[config.mk]
export PLATFORM = sky130hd
export DESIGN_NAME = aes_cbc_ctrl
export DESIGN_NICKNAME = d
export VERILOG_FILES = /design/src/rtl/aes_cbc_ctrl.sv
export SDC_FILE = /design/constraint.sdc
export NUM_CORES = 2
export LEC_CHECK = 0
export CAP_MARGIN = 20
export CORE_AREA = 5 5 355 357
export DETAILED_ROUTE_END_ITERATION = 8
export DIE_AREA = 0 0 360 362
export GPL_ROUTABILITY_DRIVEN = 0
export GPL_TIMING_DRIVEN = 0
export SLEW_MARGIN = 40
export SYNTH_ARGS = -nofsm -noshare
export SYNTH_HDL_FRONTEND = slang
export SYNTH_SLANG_ARGS = --single-unit
[constraint.sdc]
create_clock -name clk -period 4.79 [get_ports clk]
set_clock_uncertainty 0.1 [all_clocks]
set_input_delay 1.1975 -clock clk [delete_from_list [all_inputs] [get_ports clk]]
set_output_delay 1.1975 -clock clk [all_outputs]
set_load 0.01 [all_outputs]
[src/rtl/aes_cbc_ctrl.sv]
// aes_cbc_ctrl: CBC sequencer placed between the bus-side data FIFO and an
// AES-128 core. It accepts one 128-bit block at a time, applies CBC chaining
// around the core, and returns each result on a valid/ready output stream.
//
// Ports:
//   clk, rst_n           clock, synchronous active-low reset
//   mode_dec_i, key_i    mode (0 = encrypt, 1 = decrypt) and key, sampled at accept
//   iv_i, iv_load_i      IV; a load (IDLE only) also clears blk_cnt_o and err_o
//   in_valid_i/in_ready_o/in_data_i     input block stream
//   out_valid_o/out_ready_i/out_data_o  result stream
//   core_start_enc_o/core_start_dec_o   one-cycle start pulses to the core
//   core_key_o, core_text_o             operands to the core
//   core_text_i, core_ready_i, core_done_i  core result / idle / result strobe
//   busy_o       high whenever not IDLE
//   blk_cnt_o    number of results delivered (wraps)
//   err_o        sticky: core_done_i seen outside WAIT_DONE
module aes_cbc_ctrl #(
  parameter int CNT_W = 16
) (
  input  logic             clk,
  input  logic             rst_n,
  input  logic             mode_dec_i,
  input  logic [127:0]     key_i,
  input  logic [127:0]     iv_i,
  input  logic             iv_load_i,
  input  logic             in_valid_i,
  output logic             in_ready_o,
  input  logic [127:0]     in_data_i,
  output logic             out_valid_o,
  input  logic             out_ready_i,
  output logic [127:0]     out_data_o,
  output logic             core_start_enc_o,
  output logic             core_start_dec_o,
  output logic [127:0]     core_key_o,
  output logic [127:0]     core_text_o,
  input  logic [127:0]     core_text_i,
  input  logic             core_ready_i,
  input  logic             core_done_i,
  output logic             busy_o,
  output logic [CNT_W-1:0] blk_cnt_o,
  output logic             err_o
);

  typedef enum logic [1:0] {IDLE, ISSUE, WAIT_DONE, OUT} state_t;

  state_t       state;
  logic         mode_q;   // 1 = decrypt for the block in flight
  logic [127:0] chain;
  logic [127:0] blk_q;    // original input block; becomes the chain on decrypt
  logic [127:0] chain_next;

  // An IV load in the same cycle as an accept must chain from the new IV.
  always_comb chain_next = iv_load_i ? iv_i : chain;

  always_ff @(posedge clk) begin
    if (!rst_n) begin
      state            <= IDLE;
      mode_q           <= 1'b0;
      chain            <= '0;
      blk_q            <= '0;
      core_key_o       <= '0;
      core_text_o      <= '0;
      out_data_o       <= '0;
      blk_cnt_o        <= '0;
      in_ready_o       <= 1'b0;
      out_valid_o      <= 1'b0;
      core_start_enc_o <= 1'b0;
      core_start_dec_o <= 1'b0;
      busy_o           <= 1'b0;
      err_o            <= 1'b0;
    end else begin
      core_start_enc_o <= 1'b0;
      core_start_dec_o <= 1'b0;
      case (state)
        IDLE: begin
          if (iv_load_i) begin
            chain     <= iv_i;
            blk_cnt_o <= '0;
            err_o     <= 1'b0;
          end
          if (in_valid_i && in_ready_o) begin
            mode_q      <= mode_dec_i;
            core_key_o  <= key_i;
            blk_q       <= in_data_i;
            core_text_o <= mode_dec_i ? in_data_i : (in_data_i ^ chain_next);
            in_ready_o  <= 1'b0;
            busy_o      <= 1'b1;
            state       <= ISSUE;
          end else begin
            // Also raises in_ready_o on the first cycle out of reset.
            in_ready_o <= 1'b1;
          end
        end
        ISSUE: begin
          if (core_ready_i) begin
            core_start_enc_o <= ~mode_q;
            core_start_dec_o <= mode_q;
            state            <= WAIT_DONE;
          end
        end
        WAIT_DONE: begin
          // core_ready_i may lag the start pulse, so only done is trusted here.
          if (core_done_i) begin
            out_data_o  <= mode_q ? (core_text_i ^ chain) : core_text_i;
            chain       <= mode_q ? blk_q : core_text_i;
            out_valid_o <= 1'b1;
            state       <= OUT;
          end
        end
        OUT: begin
          if (out_ready_i) begin
            out_valid_o <= 1'b0;
            blk_cnt_o   <= blk_cnt_o + CNT_W'(1);
            busy_o      <= 1'b0;
            in_ready_o  <= 1'b1;
            state       <= IDLE;
          end
        end
        default: state <= IDLE;
      endcase
      // Placed last so a stray done wins over a same-cycle IV-load clear.
      if (core_done_i && state != WAIT_DONE) err_o <= 1'b1;
    end
  end

endmodule

==> results.md <==
* Worst EP arrival at 3.72 ns
* DR pass1 iterations at 6
* Antenna-violating nets left at 0
* Routed len/inst at 25.3 um
* Fmax at 306 MHz
* Die W at 360 um
* Clk buf depth at 3
* RSZ-0062 raised after global routing: false
* Vias in the first global route at 29,700
* CP cell instances: clkdlybuf4s50_1, nand3_1, buf_2, buf_1, nand2_1, a21oi_1
* Rel. slew slack at 0.409
* Fill cell count at 12,600
* Post-synth EDFFs at 0
* Final Hold Viols at 0
* Max FO, Critical Path at 10
* Final setup TNS at 0 ns
* Tot Pwr at 21.9 mW
* Yosys top cell by area: dfxtp_1
* Worst VDD drop at 0.292 mV
* WP data required at 5.25 ns
* Htree depth at 3
* Slowest Stage Delay on Critical Path at 0.68 ns
* Syn Area/Cell at 8.68 sq um
* I/O Buffers at 923
* CTS tree: built
* FP Rows at 129
* Min Tclk post-route at 3.27 ns
* CTS Sinks at 665
* Worst-path clk slew at 0.06 ns
* Clock root buffer master: clkbuf_16
* Max-cap violations at 0
* Yosys warnings at 0
* Synth top area share at 0.438
* Net Count, Synth at 4,027
* Die area at 0.130 sq mm
* Slowest-stage cell, CP: buf_1
* Pre-CTS setup slack at 0.831 ns
* Via/cell ratio at 4.92
* Status: completed
* GRT overflow at 0
* Core area at 0.123 sq mm
* Area of the multi-input gates at 0.0156 sq mm
* Final Max Tran Viols at 0
* Hold Crit Class: register to register
* Overall global routing resource usage at 0.229
* DR iter-0 viols at 2,487
* Pwr/cell area at 490 mW/mm^2
* Largest net degree at the start of global routing at 13
* Ports at 926
* Drt drc at 0
* Initial antenna violation count at 46
* Main synth FF type: dfxtp_1
* Crit path capture type: register
* Clock Latency Late Sink at 0.65 ns
* Final WS setup at 1.52 ns
* Drt total wl at 158 mm
* Cts hold-fix bufs at 0
* Post-CTS Setup Bufs at 0
* Synth cell types at 43
* Register area share after synthesis at 0.438
* Final #Nets at 5,040
* Asr flop ratio synth at 0
* P_leak at 15.8 nW
* Num CTS Buffers at 83
* Vert. Die Dim at 362 um
* Area grow syn2layout at 47.0%
* Crit share post-route at 0.682
* First-pass GRT wire length at 220 mm
* Final setup viols at 0
* Post-CTS sizing at 0
* Layout cells sized above 1 at 0.0618
* Main area contributors after synthesis: dfxtp_1 44%, mux2i_1 17%, nand2_1 8.0%
* Detailed placer's ending HPWL at 123 mm
* Initial Utilization at 0.248
* Routed via count at 30,700
* Post-Syn Area at 0.0304 sq mm
* Register bit total from synthesis at 665
* FF+latch area at 0.0133 sq mm
* Worst Tran Pin Value at 0.886 ns
* Startpoint Class: input port
* Worst Setup Path Type: input port to register
* Cells after Synth at 3,502
-- worst max-delay path, delay by kind of cell --
kind,cells,cell delay (ns)
AOI/OAI and AO/OA,1,0.16
buffers and inverters,3,1.79
and+or+nand+nor,2,0.53
-- final cells by class --
cell class / count / area share
multi-input cells: 2540 / 0.349
flip-flops and latches: 665 / 0.298
repair buffers: 928 / 0.210
clock buffers: 117 / 0.0536
well taps: 1637 / 0.0459
plain buffers: 289 / 0.0334
clock inverters: 29 / 0.00835
diodes: 26 / 0.00146
inverters: 8 / 0.000672
-- where the power goes --
| group | switching (mW) | internal (mW) | total, mW | leakage (nW) |
|---|---|---|---|---|
| clock network | 2.70 | 3.78 | 6.48 | 1.36 |
| registers | 0.781 | 6.68 | 7.46 | 5.42 |
| logic | 4.51 | 3.45 | 7.95 | 8.97 |
| total | 7.99 | 13.9 | 21.9 | 15.8 |
-- kinds of logic (layout without fill, tap and decap cells) --
logic type      count (synthesis)  count (layout)  share of synthesized area
mux                           514             514                      0.169
fa+ha+maj                       5               5                    0.00206
compound gates                678             678                      0.139
buf+inv                       297            1371                     0.0492
flops                         665             665                      0.438
other cells                     0              26                          0
xor+xnor                      131             131                     0.0378
simple gates                 1212            1212                      0.165
-- registers in the layout (all words and copies together) (netlist names), 2 cells and up --
signal       count
blk_cnt_o       16
blk_q          128
chain          128
core_key_o     128
core_text_o    128
out_data_o     128
state            2
-- worst paths after layout --
kind | depth (start not counted) | endpoint | slack (ns) | startpoint
max | 6 | blk_q[66] | 1.52 | in_valid_i
min | 2 | core_key_o[42] | 0.35 | core_key_o[42]
max reg2reg | 8 | blk_q[66] | 1.64 | state[0]
min reg2reg | 2 | core_key_o[42] | 0.35 | core_key_o[42]
-- cells in the final DEF, fill, tap and decap left out, types with 4 or more instances in the layout --
cell type / count
ha_1: 5
clkbuf_16: 84
nor2_1: 395
clkinv_2: 13
nand2b_1: 4
buf_4: 21
xor2_1: 130
clkbuf_1: 151
nor2b_1: 5
o21ai_1: 6
buf_12: 11
bufinv_16: 5
inv_1: 7
nand3_1: 5
buf_2: 91
mux2i_1: 513
nand4_1: 5
buf_1: 11
a211oi_1: 128
buf_16: 4
clkbuf_2: 18
a21oi_1: 271
diode_2: 26
a311oi_1: 128
or3_1: 135
o21ai_0: 134
nand2_1: 647
clkdlybuf4s50_1: 923
clkbuf_8: 17
dfxtp_1: 665
-- cells in the mapped netlist, types with 5 or more instances --
cell / count
a211oi_1: 128
a21oi_1: 271
a311oi_1: 128
buf_1: 11
buf_12: 11
buf_2: 91
buf_4: 21
clkbuf_1: 154
dfxtp_1: 665
ha_1: 5
inv_1: 7
mux2i_1: 513
nand2_1: 647
nand3_1: 5
nand4_1: 5
nor2_1: 395
nor2b_1: 5
o21ai_0: 134
o21ai_1: 6
or3_1: 135
xor2_1: 130
-- layer usage --
layer  up-vias  GRT usage  share of wire
met5         -          0         0.0011
met4        26     0.0800          0.036
met3       269     0.0632          0.083
met2      1316      0.371           0.46
met1     14900      0.294           0.42
li1      14200          -              -
-- stage by stage --
step,std cells,instance area [sq um],hold WS (ns),util
finish,6239,44700,0.352,0.364
global route,6228,44600,0.367,0.364
floorplan,3502,30400,0.336,-
detailed placement,6067,41800,0.346,0.341
CTS,6213,44600,0.354,0.364
global placement,6062,41700,0.342,0.340
(Power assumes the default switching activity.)
